--- src/rtl/tl_ul_pkg.sv ---
// Shared TileLink-UL definitions: opcode constants, default-width beat structs
// and the occupancy-counter width helper used by the buffer and its queues.
package tl_ul_pkg;

  localparam logic [2:0] TL_PUT_FULL        = 3'd0;
  localparam logic [2:0] TL_PUT_PARTIAL     = 3'd1;
  localparam logic [2:0] TL_GET             = 3'd4;
  localparam logic [2:0] TL_ACCESS_ACK      = 3'd0;
  localparam logic [2:0] TL_ACCESS_ACK_DATA = 3'd1;

  localparam int unsigned TL_ADDR_W = 32;
  localparam int unsigned TL_DATA_W = 32;
  localparam int unsigned TL_SIZE_W = 4;
  localparam int unsigned TL_SRC_W  = 4;
  localparam int unsigned TL_MASK_W = TL_DATA_W / 8;

  typedef struct packed {
    logic [2:0]           opcode;
    logic [2:0]           param;
    logic [TL_SIZE_W-1:0] size;
    logic [TL_SRC_W-1:0]  source;
    logic [TL_ADDR_W-1:0] address;
    logic [TL_MASK_W-1:0] mask;
    logic [TL_DATA_W-1:0] data;
    logic                 corrupt;
  } tl_a_beat_t;

  typedef struct packed {
    logic [2:0]           opcode;
    logic [1:0]           param;
    logic [TL_SIZE_W-1:0] size;
    logic [TL_SRC_W-1:0]  source;
    logic                 sink;
    logic                 denied;
    logic [TL_DATA_W-1:0] data;
    logic                 corrupt;
  } tl_d_beat_t;

  // A zero-depth queue still needs a one-bit (constant zero) count port.
  function automatic int unsigned tl_cnt_w(input int unsigned depth);
    return (depth == 0) ? 1 : $clog2(depth + 1);
  endfunction

endpackage

--- src/rtl/tl_queue.sv ---
// Generic in-order valid/ready FIFO with optional empty-queue bypass;
// DEPTH=0 degenerates to wires.
module tl_queue
  import tl_ul_pkg::*;
#(
  parameter int unsigned WIDTH = 8,
  parameter int unsigned DEPTH = 2,
  parameter bit          FLOW  = 1'b0
) (
  input  logic                       clock,
  input  logic                       reset,
  input  logic                       in_valid,
  output logic                       in_ready,
  input  logic [WIDTH-1:0]           in_data,
  output logic                       out_valid,
  input  logic                       out_ready,
  output logic [WIDTH-1:0]           out_data,
  output logic [tl_cnt_w(DEPTH)-1:0] count
);

  localparam int unsigned CNT_W = tl_cnt_w(DEPTH);
  localparam int unsigned PTR_W = (DEPTH > 1) ? $clog2(DEPTH) : 1;

  if (DEPTH == 0) begin : g_wire
    logic unused_clk_rst;
    assign out_valid      = in_valid;
    assign in_ready       = out_ready;
    assign out_data       = in_data;
    assign count          = '0;
    assign unused_clk_rst = clock ^ reset;
  end else begin : g_fifo
    logic [WIDTH-1:0] mem [DEPTH];
    logic [PTR_W-1:0] rd_ptr;
    logic [PTR_W-1:0] wr_ptr;
    logic [CNT_W-1:0] cnt;
    logic             empty;
    logic             full;
    logic             bypass;
    logic             push;
    logic             pop;

    // Pointers wrap at DEPTH, which need not be a power of two.
    function automatic logic [PTR_W-1:0] inc(input logic [PTR_W-1:0] p);
      return (p == PTR_W'(DEPTH - 1)) ? '0 : p + PTR_W'(1);
    endfunction

    assign empty     = (cnt == '0);
    assign full      = (cnt == CNT_W'(DEPTH));
    assign in_ready  = ~reset & ~full;
    assign out_valid = ~reset & (~empty | (FLOW & in_valid));
    assign out_data  = empty ? in_data : mem[rd_ptr];
    // A beat that leaves combinationally through an empty queue is never stored.
    assign bypass    = FLOW & empty & out_ready;
    assign push      = in_valid & in_ready & ~bypass;
    assign pop       = out_ready & ~empty & ~reset;
    assign count     = cnt;

    always_ff @(posedge clock) begin
      if (reset) begin
        rd_ptr <= '0;
        wr_ptr <= '0;
        cnt    <= '0;
      end else begin
        if (push) wr_ptr <= inc(wr_ptr);
        if (pop)  rd_ptr <= inc(rd_ptr);
        if (push != pop) cnt <= push ? cnt + CNT_W'(1) : cnt - CNT_W'(1);
      end
    end

    // Payload storage carries no reset; only control state is cleared.
    always_ff @(posedge clock) begin
      if (push) mem[wr_ptr] <= in_data;
    end
  end

endmodule

--- src/rtl/tl_ul_buffer.sv ---
// TileLink-UL channel buffer: independent A (master->slave) and D
// (slave->master) queues carrying the beat fields untouched.
module tl_ul_buffer
  import tl_ul_pkg::*;
#(
  parameter int unsigned ADDR_W  = 32,
  parameter int unsigned DATA_W  = 32,
  parameter int unsigned SIZE_W  = 4,
  parameter int unsigned SRC_W   = 4,
  parameter int unsigned A_DEPTH = 2,
  parameter int unsigned D_DEPTH = 2,
  parameter bit          A_FLOW  = 1'b0,
  parameter bit          D_FLOW  = 1'b0
) (
  input  logic                         clock,
  input  logic                         reset,
  input  logic                         in_a_valid,
  output logic                         in_a_ready,
  input  logic [2:0]                   in_a_opcode,
  input  logic [2:0]                   in_a_param,
  input  logic [SIZE_W-1:0]            in_a_size,
  input  logic [SRC_W-1:0]             in_a_source,
  input  logic [ADDR_W-1:0]            in_a_address,
  input  logic [DATA_W/8-1:0]          in_a_mask,
  input  logic [DATA_W-1:0]            in_a_data,
  input  logic                         in_a_corrupt,
  output logic                         out_a_valid,
  input  logic                         out_a_ready,
  output logic [2:0]                   out_a_opcode,
  output logic [2:0]                   out_a_param,
  output logic [SIZE_W-1:0]            out_a_size,
  output logic [SRC_W-1:0]             out_a_source,
  output logic [ADDR_W-1:0]            out_a_address,
  output logic [DATA_W/8-1:0]          out_a_mask,
  output logic [DATA_W-1:0]            out_a_data,
  output logic                         out_a_corrupt,
  input  logic                         in_d_valid,
  output logic                         in_d_ready,
  input  logic [2:0]                   in_d_opcode,
  input  logic [1:0]                   in_d_param,
  input  logic [SIZE_W-1:0]            in_d_size,
  input  logic [SRC_W-1:0]             in_d_source,
  input  logic                         in_d_sink,
  input  logic                         in_d_denied,
  input  logic [DATA_W-1:0]            in_d_data,
  input  logic                         in_d_corrupt,
  output logic                         out_d_valid,
  input  logic                         out_d_ready,
  output logic [2:0]                   out_d_opcode,
  output logic [1:0]                   out_d_param,
  output logic [SIZE_W-1:0]            out_d_size,
  output logic [SRC_W-1:0]             out_d_source,
  output logic                         out_d_sink,
  output logic                         out_d_denied,
  output logic [DATA_W-1:0]            out_d_data,
  output logic                         out_d_corrupt,
  output logic [tl_cnt_w(A_DEPTH)-1:0] a_count,
  output logic [tl_cnt_w(D_DEPTH)-1:0] d_count
);

  localparam int unsigned MASK_W = DATA_W / 8;

  // Parameter-width beat layouts; tl_a_beat_t/tl_d_beat_t are the default-width forms.
  typedef struct packed {
    logic [2:0]        opcode;
    logic [2:0]        param;
    logic [SIZE_W-1:0] size;
    logic [SRC_W-1:0]  source;
    logic [ADDR_W-1:0] address;
    logic [MASK_W-1:0] mask;
    logic [DATA_W-1:0] data;
    logic              corrupt;
  } a_beat_t;

  typedef struct packed {
    logic [2:0]        opcode;
    logic [1:0]        param;
    logic [SIZE_W-1:0] size;
    logic [SRC_W-1:0]  source;
    logic              sink;
    logic              denied;
    logic [DATA_W-1:0] data;
    logic              corrupt;
  } d_beat_t;

  a_beat_t a_in;
  a_beat_t a_out;
  d_beat_t d_in;
  d_beat_t d_out;

  assign a_in = '{opcode: in_a_opcode, param: in_a_param, size: in_a_size,
                  source: in_a_source, address: in_a_address, mask: in_a_mask,
                  data: in_a_data, corrupt: in_a_corrupt};

  assign d_in = '{opcode: in_d_opcode, param: in_d_param, size: in_d_size,
                  source: in_d_source, sink: in_d_sink, denied: in_d_denied,
                  data: in_d_data, corrupt: in_d_corrupt};

  tl_queue #(.WIDTH($bits(a_beat_t)), .DEPTH(A_DEPTH), .FLOW(A_FLOW)) u_a_queue (
    .clock    (clock),
    .reset    (reset),
    .in_valid (in_a_valid),
    .in_ready (in_a_ready),
    .in_data  (a_in),
    .out_valid(out_a_valid),
    .out_ready(out_a_ready),
    .out_data (a_out),
    .count    (a_count)
  );

  tl_queue #(.WIDTH($bits(d_beat_t)), .DEPTH(D_DEPTH), .FLOW(D_FLOW)) u_d_queue (
    .clock    (clock),
    .reset    (reset),
    .in_valid (in_d_valid),
    .in_ready (in_d_ready),
    .in_data  (d_in),
    .out_valid(out_d_valid),
    .out_ready(out_d_ready),
    .out_data (d_out),
    .count    (d_count)
  );

  assign out_a_opcode  = a_out.opcode;
  assign out_a_param   = a_out.param;
  assign out_a_size    = a_out.size;
  assign out_a_source  = a_out.source;
  assign out_a_address = a_out.address;
  assign out_a_mask    = a_out.mask;
  assign out_a_data    = a_out.data;
  assign out_a_corrupt = a_out.corrupt;

  assign out_d_opcode  = d_out.opcode;
  assign out_d_param   = d_out.param;
  assign out_d_size    = d_out.size;
  assign out_d_source  = d_out.source;
  assign out_d_sink    = d_out.sink;
  assign out_d_denied  = d_out.denied;
  assign out_d_data    = d_out.data;
  assign out_d_corrupt = d_out.corrupt;

endmodule
--- config.mk ---
export PLATFORM = sky130hd
export DESIGN_NAME = tl_ul_buffer
export DESIGN_NICKNAME = d
export VERILOG_FILES = /design/src/rtl/tl_ul_pkg.sv /design/src/rtl/tl_queue.sv /design/src/rtl/tl_ul_buffer.sv
export SDC_FILE = /design/constraint.sdc
export NUM_CORES = 1
export LEC_CHECK = 0
export ABC_AREA = 1
export CAP_MARGIN = 20
export CORE_ASPECT_RATIO = 1.75
export CORE_MARGIN = 1.5
export CORE_UTILIZATION = 50
export CTS_BUF_LIST = sky130_fd_sc_hd__clkbuf_16
export CTS_CLUSTER_DIAMETER = 80
export DETAILED_ROUTE_END_ITERATION = 12
export HOLD_SLACK_MARGIN = 0.12
export PLACE_DENSITY = 0.76
export SLEW_MARGIN = 0
export SYNTH_ARGS = -nofsm -noshare
export SYNTH_HDL_FRONTEND = slang
export SYNTH_SLANG_ARGS = --single-unit
--- constraint.sdc ---
create_clock -name clock -period 7.25 [get_ports clock]
set_input_delay 1.8125 -clock clock [delete_from_list [all_inputs] [get_ports clock]]
set_output_delay 1.8125 -clock clock [all_outputs]
set_load 0.03 [all_outputs]
# Word-level counts from Yosys, hierarchy flattened
# Memories as Yosys holds them, arrays and structs flattened. A register that Yosys moved wholly into a read port is not among the register bits.
# Cells that the tools add are included.
# totals
register_bits,8
ram_bits,262
in_bits,137
word_cells,53
memories,2
# memory_table
name,depth,word_bits,rd,rd_ports_with_merged_regs,wr,line,rtl
u_a_queue.g_fifo.mem,2,83,1,1,1,tl_queue.sv:32,logic [WIDTH-1:0] mem [DEPTH];
u_d_queue.g_fifo.mem,2,48,1,1,1,tl_queue.sv:32,
# classes
addsub,8
eq_ne,4
muxes,16
bitwise,15
reduce_logical,2
# ops
cell,n
$mux 83,1
$mux 48,1
$mux 1,12
$and 1x1->1,10
$not 1->1,5
$add 1x1->1 const B,4
$add 2x1->2 const B,2
$eq 2x2->1 const B,2
$logic_not 2->1,2
$mux 2,2
$sub 2x1->2 const B,2
$ne 1x1->1,2

# Longest topological paths before layout
# Gate-level depths: netlist of the first run.
# logic_depth
ltp_word,6
ltp_mapped,8

# Cells and area by module
# Synthesis of the first run repeated with hierarchy kept, for this count alone.
# hier_totals
hier_cells,1045
area_unflattened_um2,11474.8
# by_module_without_submodules
mod,instances,cells_each,area_each_um2,seq_area_each_um2
tl_queue at u_a_queue,1,653,7180.6,5084.9
tl_queue at u_d_queue,1,392,4294.1,2982.9

# Worst setup path after synthesis of the first run
# OpenSTA, ideal clock, no wires.
# synth_path
kind,input -> register
from,input port reset
to,memory u_a_queue.g_fifo.mem[0][0] in the netlist's numbering (enable)
arrival_ns,5.592
path_slack_ns,1.132
stages,3
n_path_buf,0
cell_sequence,inv_1 nand3_1 nor2_1
# synth_via
elab_chain_cells,5
# synth_rtl
element,line,rtl
"start, declared",tl_ul_buffer.sv:16,"input logic reset,"
$not 1->1,tl_queue.sv:49,assign in_ready = ~reset & ~full;
$and 1x1->1,tl_queue.sv:49,
$and 1x1->1,tl_queue.sv:54,assign push = in_valid & in_ready & ~bypass;
$mux 1,tl_queue.sv:72,if (push) mem[wr_ptr] <= in_data;
$mux 1 (implied by the code),tl_queue.sv:72,
"end, declared",tl_queue.sv:32,
# Every way passes these cells.

# Worst setup path in the final report of the first run
# layout_path
from,input port reset
to,output port in_d_ready
# layout_via
elab_chain_cells,2
# layout_rtl
element,line,rtl
$not 1->1,tl_queue.sv:49,
$and 1x1->1,tl_queue.sv:49,
"end, declared",tl_ul_buffer.sv:38,"output logic in_d_ready,"
# Every way passes these cells.

==> results of run 1 <==
## cells by family (layout without fill, tap and decap cells)
| group | Yosys count | in the layout | synth area share, % |
|---|---|---|---|
| XOR/XNOR | 2 | 2 | 0.153 |
| other | 0 | 1 | 0 |
| flip-flops | 272 | 272 | 70.3 |
| AO/OA/AOI/OAI | 270 | 270 | 11.8 |
| buffers and inverters | 199 | 473 | 7.15 |
| AND/OR/NAND/NOR | 306 | 306 | 10.6 |
## layer usage
| metal | track usage, % | up-vias |
|---|---|---|
| met5 | 0 | - |
| met4 | 7.36 | 0 |
| met3 | 4.19 | 54 |
| met2 | 35.5 | 269 |
| met1 | 24.7 | 3662 |
| li1 | - | 4037 |
## flip-flops by register name, indices dropped and copies added, names as in the netlist, named ones only
| signal | flops |
|---|---|
| u_d_queue.count | 2 |
| u_a_queue.g_fifo.mem | 166 |
| u_d_queue.g_fifo.wr_ptr | 1 |
| u_d_queue.g_fifo.mem | 96 |
| u_d_queue.g_fifo.rd_ptr | 1 |
| u_a_queue.g_fifo.rd_ptr | 1 |
| u_a_queue.count | 2 |
| u_a_queue.g_fifo.wr_ptr | 1 |
## through the flow
step,util [%],worst slack [ns],instance area [sq um],cells
CTS,67.5,1.76,15300,1623
global placement,63.8,1.80,14500,1578
finish,67.5,1.78,15300,1624
global route,67.5,1.67,15300,1624
detailed placement,63.9,1.77,14500,1579
floorplan,-,1.13,11500,1049
## synth_stat cells, drive strengths merged
| cell type | number |
|---|---|
| buf | 32 |
| or2 | 2 |
| o21ai | 264 |
| nor2 | 14 |
| nand3 | 8 |
| nand2 | 282 |
| xor2 | 2 |
| dfxtp | 10 |
| inv | 142 |
| clkbuf | 25 |
| edfxtp | 262 |
| a21oi | 6 |
## layout make-up
| cell class | instances | area, sq um | area share, % |
|---|---|---|---|
| repair buffers | 287 | 2880 | 18.8 |
| clock buffers | 25 | 626 | 4.09 |
| clock inverters | 19 | 189 | 1.24 |
| diodes | 1 | 2.50 | 0.0164 |
| multi-input cells | 578 | 2620 | 17.1 |
| well taps | 300 | 375 | 2.45 |
| inverters | 142 | 533 | 3.48 |
| flip-flops and latches | 272 | 8070 | 52.8 |
## worst max-delay path, cell delays in order
cell and delay, ns:
clkdlybuf4s50_1 0.85, inv_1 0.22, nand2_1 0.14, inv_1 0.04
clkdlybuf4s50_1 0.58
## power by group through the flow
stage	logic (W)	clock network [W]	registers (W)
2_1_floorplan	0.00155	0	0.00195
3_3_place_gp	0.00253	0	0.00195
3_5_place_dp	0.00256	0	0.00196
4_1_cts	0.00257	0.00134	0.00193
5_1_grt	0.00272	0.00139	0.00194
6_report	0.00255	0.00131	0.00193
## path summary, 6_finish.rpt
path                                         from                                    end  slack [ns]  cells after the start
max                                         reset                             in_d_ready        1.78                      5
max reg2reg       u_a_queue.count[0]$_SDFFE_PP0P_  u_a_queue.g_fifo.mem[0][76]$_DFFE_PP_        4.70                      5
min          u_d_queue.g_fifo.rd_ptr$_SDFFE_PP0P_                                   flop        0.50                      2
min reg2reg  u_d_queue.g_fifo.rd_ptr$_SDFFE_PP0P_                                   flop        0.50                      2
==> key figures, run 1 <==
Critical path
  – Worst Path Required: 5.44 ns
  – WS Path Type: input pin to primary output
  – Startpoint Class: input pin
  – Nature of the critical path endpoint: primary output
  – CP arrival: approximately 3.7 ns
  – Worst-path fanout max: 11

Clocking
  – Htree depth: 1
  – CTS Sinks: 272
  – Later-pin clock latency in the skew report: 0.51 ns
  – Num CTS Buffers: 24
  – CTS tree: done
  – CTS Hold Buffers Added: 0
  – Post-cts resize count: 0
  – Root buf cell: clkbuf_16
  – Reg clk slew, reported paths: about 0.07 ns
  – Setup bufs post-CTS: 0
  – Bufs on Longest Clock Path: 3

Power
  – NetSw: 0.00222 W
  – Sw frac: 38.3%
  – Internal Power: 0.00357 W
  – Total design power: 0.00579 W
  – Clock power frac: a little under a quarter
  – PD cells: 378 mW/mm^2
  – Reg power frac: 33.3%
  – LEAKAGE: 5.74 nW
  – Combinational Power Share: 44.1%
  – Peak supply drop: approximately 0.32 mV

Synth
  – Mapped Nets: 1186
  – Cell Area, Synth: 0.0115 sq mm
  – Sequential area share after synthesis: a little over two thirds
  – Mapped Avg Cell Area: 10.9 sq um
  – Syn Inst Count: ~1000
  – FF+latch count, synth: around 270
  – Top cells by area, synth: edfxtp_1, o21ai_0, nand2_1
  – Share of the synthesized area in the top cell type: 68.5%
  – Ys Warns: 0
  – Top cell type by total area after synthesis: edfxtp_1
  – Post-synth cell types: 22

Timing
  – Final Hold Viols: 0
  – RSZ-0062 raised after global routing: false
  – Relative slew margins: 42.9%
  – Fmax: 183 MHz
  – Final Max Tran Viols: 0
  – Setup_tns: 0 ns
  – Worst hold slack: ~0.5 ns
  – Minimum clock period: 5.47 ns
  – Clock Skew: 0.0126 ns
  – Worst-margin pin slew: about 0.86 ns
  – Period utilization: 75.5%
  – Final setup viols: 0

Placed design
  – GP Congestion: 0.788
  – Post-DP HPWL: 16200 microns
  – PortBufs: 275

Floorplan
  – DIE AREA: 0.0239 sq mm
  – Die extent in x: 118 microns
  – Starting Density: 50.7%
  – IO Pins: 276
  – Core area: 0.0227 sq mm
  – Row cnt: 73
  – Die Y: 203 microns

Route
  – Met3 wire length: 1780 microns
  – Via count: 8022
  – DRT met1 WL: between 9000 and 10000 microns
  – DR top layer: met4
  – Met2 routed WL: approximately 12000 microns
  – Drt pass-1 iters: 7
  – Final WL: approximately 25000 microns
  – Via-to-Cell Ratio: roughly 5
  – Post-route DRC: 0
  – DR iter-0 viols: 461
  – Avg WL per Cell: 15.1 microns
  – DRT antenna net count: 0

Run status
  – Outcome: finished clean

Final layout
  – Share of cells above drive strength 1: about 4.8%
  – Commonest non-fill, non-tap cells in the layout: nand2_1, clkdlybuf4s50_1, edfxtp_1
  – Nets: 1442
  – Most common cell after layout, fill and taps aside: nand2_1
  – Fill cells: 1705
  – Area grow syn2layout: 33.2%

Hold path
  – HP Class: flop to flop

GRT
  – Initial antenna violation count: 1
  – Vias in the first global route: between 7000 and 8000
  – GRT Total Usage: 20.2%
  – First-pass GRT wire length: 39000 microns
  – Largest net degree at the start of global routing: between 150 and 200
  – Global route overflow: 0

Job
  – Total of max-cap violations: 0
Power figures use the tool's default switching activity.
==> inputs of run 2 (changes only) <==
clock period = 5.2 ns   (was 7.25 ns; I/O delays follow)
==> run 2 against run 1 <==
Effect of this change:
- global-route usage is 0.071 points lower
- clock skew is 0.0059 ns lower
- core utilization is 0.094 points lower
- combinational power is 43% higher
- non-clock buffer count is 6 higher
- clock-buffer cell count stayed put
- sequential share of layout area is 0.074 points higher
==> key figures, run 2 (synthesized netlist as in run 1, its figures left out) <==
Run status
  – Outcome: finished clean

Clocking
  – Root buf cell: clkbuf_16
  – CTS Hold Buffers Added: 0
  – CTS tree: done
  – Post-cts resize count: 0
  – Reg clk slew, reported paths: ~0.060 ns
  – Setup bufs post-CTS: 0
  – Bufs on Longest Clock Path: 3
  – Num CTS Buffers: 24
  – Later-pin clock latency in the skew report: a little over 0.5 ns
  – Htree depth: 1
  – CTS Sinks: 272

Hold path
  – HP Class: flop to flop
  – Hold Crit Start: u_d_queue.g_fifo.rd_ptr$_SDFFE_PP0P_
  – Worst Hold Depth: 2

Route
  – Avg WL per Cell: 15.3 microns
  – DR iter-0 viols: 456
  – Drt pass-1 iters: 6
  – Via count: 8082
  – Final WL: 25000 microns
  – Via-to-Cell Ratio: slightly below 5
  – Post-route DRC: 0
  – DRT antenna net count: 0

Placed design
  – Placed Cells incl. Taps: 1585
  – Post-DP HPWL: 16800 microns
  – PortBufs: 275
  – Post-DP Area: 0.0146 sq mm
  – GP Congestion: 0.763

Critical path
  – R2R Path Start: u_a_queue.count[0]$_SDFFE_PP0P_
  – Crit-path cells: nor2_4, buf_4, nand2_1, o21ai_0, clkdlybuf4s50_1
  – CP arrival: 2.90 ns
  – Worst Path Required: a little under 4 ns
  – Worst-path fanout max: 31
  – Max stage delay on crit path: 0.71 ns
  – Worst reg2reg endpoint: u_a_queue.g_fifo.mem[1][65]$_DFFE_PP_
  – CP max stage cell: nor2_4
  – Worst-case reg-to-reg path depth: 5
  – Startpoint Class: flop
  – Nature of the critical path endpoint: primary output
  – R2r setup slk: between 3 and 4 ns
  – WS Path Type: flop to primary output

Floorplan
  – IO Pins: 276
  – Core area: 0.0227 sq mm
  – Row cnt: 73
  – DIE AREA: 0.0239 sq mm
  – Die extent in x: 118 microns
  – Starting Density: 50.7%
  – Die Y: 203 microns

Timing
  – Clock Skew: ~0.0066 ns
  – Minimum clock period: 4.20 ns
  – Final setup viols: 0
  – Period utilization: 80.8%
  – Final Max Tran Viols: 0
  – Worst-margin pin slew: a little under 0.9 ns
  – Relative slew margins: between 40% and 50%
  – Final Hold Viols: 0
  – Fmax: approximately 240 MHz
  – RSZ-0062 raised after global routing: false

Final layout
  – Post-Layout Inst Area: 0.0153 sq mm
  – Share of cells above drive strength 1: 4.97%
  – Most common cell after layout, fill and taps aside: nand2_1
  – Ant diodes: 0
  – Area grow syn2layout: 33.0%
  – Max reg flops: approximately 170
  – Largest regs: u_a_queue.g_fifo.mem: 166 flops, u_d_queue.g_fifo.mem: 96 flops
  – Post-Layout Cell Count: 1628
  – Nets: around 1400
  – Most flops, register: u_a_queue.g_fifo.mem
  – Commonest non-fill, non-tap cells in the layout: nand2_1, clkdlybuf4s50_1, edfxtp_1

Power
  – Peak supply drop: 0.374 mV
  – PD cells: 519 mW/mm^2
  – LEAKAGE: 5.72 nW
  – Total design power: between 0.007 and 0.008 W

GRT
  – Vias in the first global route: 7771
  – Largest net degree at the start of global routing: 98
  – GRT Total Usage: between 20% and 30%
  – Global route overflow: 0
  – Initial antenna violation count: 1
  – First-pass GRT wire length: 38900 microns

Job
  – Total of max-cap violations: 0
run 2: worst max-delay path, delay by kind of cell (launching register included):
family                 cells  cell delay (ns)
AO/OA/AOI/OAI              1             0.09
buffers and inverters      2             1.12
flip-flops                 1             0.36
AND/OR/NAND/NOR            2             0.80
run 2: how the worst max path moves through the flow:
stage	start	end	slack (ns)	depth (start not counted)
detailed placement	reset	in_a_ready	1.03	6
finish	u_a_queue.count[1]$_SDFFE_PP0P_	out_a_opcode[2]	1.0	5
global route	u_a_queue.count[1]$_SDFFE_PP0P_	out_a_data[10]	0.77	5
global placement	reset	in_a_ready	1.05	6
floorplan	reset	u_a_queue.g_fifo.mem[0][0]$_DFFE_PP_	-0.41	3
CTS	u_a_queue.count[1]$_SDFFE_PP0P_	out_a_opcode[2]	0.90	5
run 2: area by class of cell:
cell class	count	area, sq um
flip-flops and latches	272	8070
fillers	1693	7380
repair buffers	293	2950
multi-input cells	578	2620
clock buffers	25	626
inverters	142	533
well taps	300	375
clock inverters	18	95.1
run 2: power breakdown:
part	total (W)	switching, W	internal (W)	leakage [nW]
sequential	0.00267	0.0000765	0.00259	2.48
clock	0.00162	0.000747	0.000873	0.369
combinational	0.00364	0.00228	0.00136	2.87
total	0.00793	0.00310	0.00483	5.72
run 2: per-layer routing:
| metal | up-vias | global-route usage, % | share of wire (%) |
|---|---|---|---|
| li1 | 4058 | - | - |
| met1 | 3690 | 24.4 | 39 |
| met2 | 292 | 36.0 | 51 |
| met3 | 42 | 4.05 | 7.1 |
| met4 | 0 | 6.79 | 2.6 |
| met5 | - | 0 | 0 |
run 2: through the flow:
step           setup TNS, ns  setup slack, ns  hold slack [ns]  utilization (%)
6_report                   0             1.00            0.508             67.4
5_1_grt                    0            0.773            0.534             67.4
4_1_cts                    0            0.900            0.511             67.4
3_5_place_dp               0             1.03            0.494             64.2
3_3_place_gp               0             1.05            0.488             64.2
2_1_floorplan         -67.26           -0.405            0.459                -
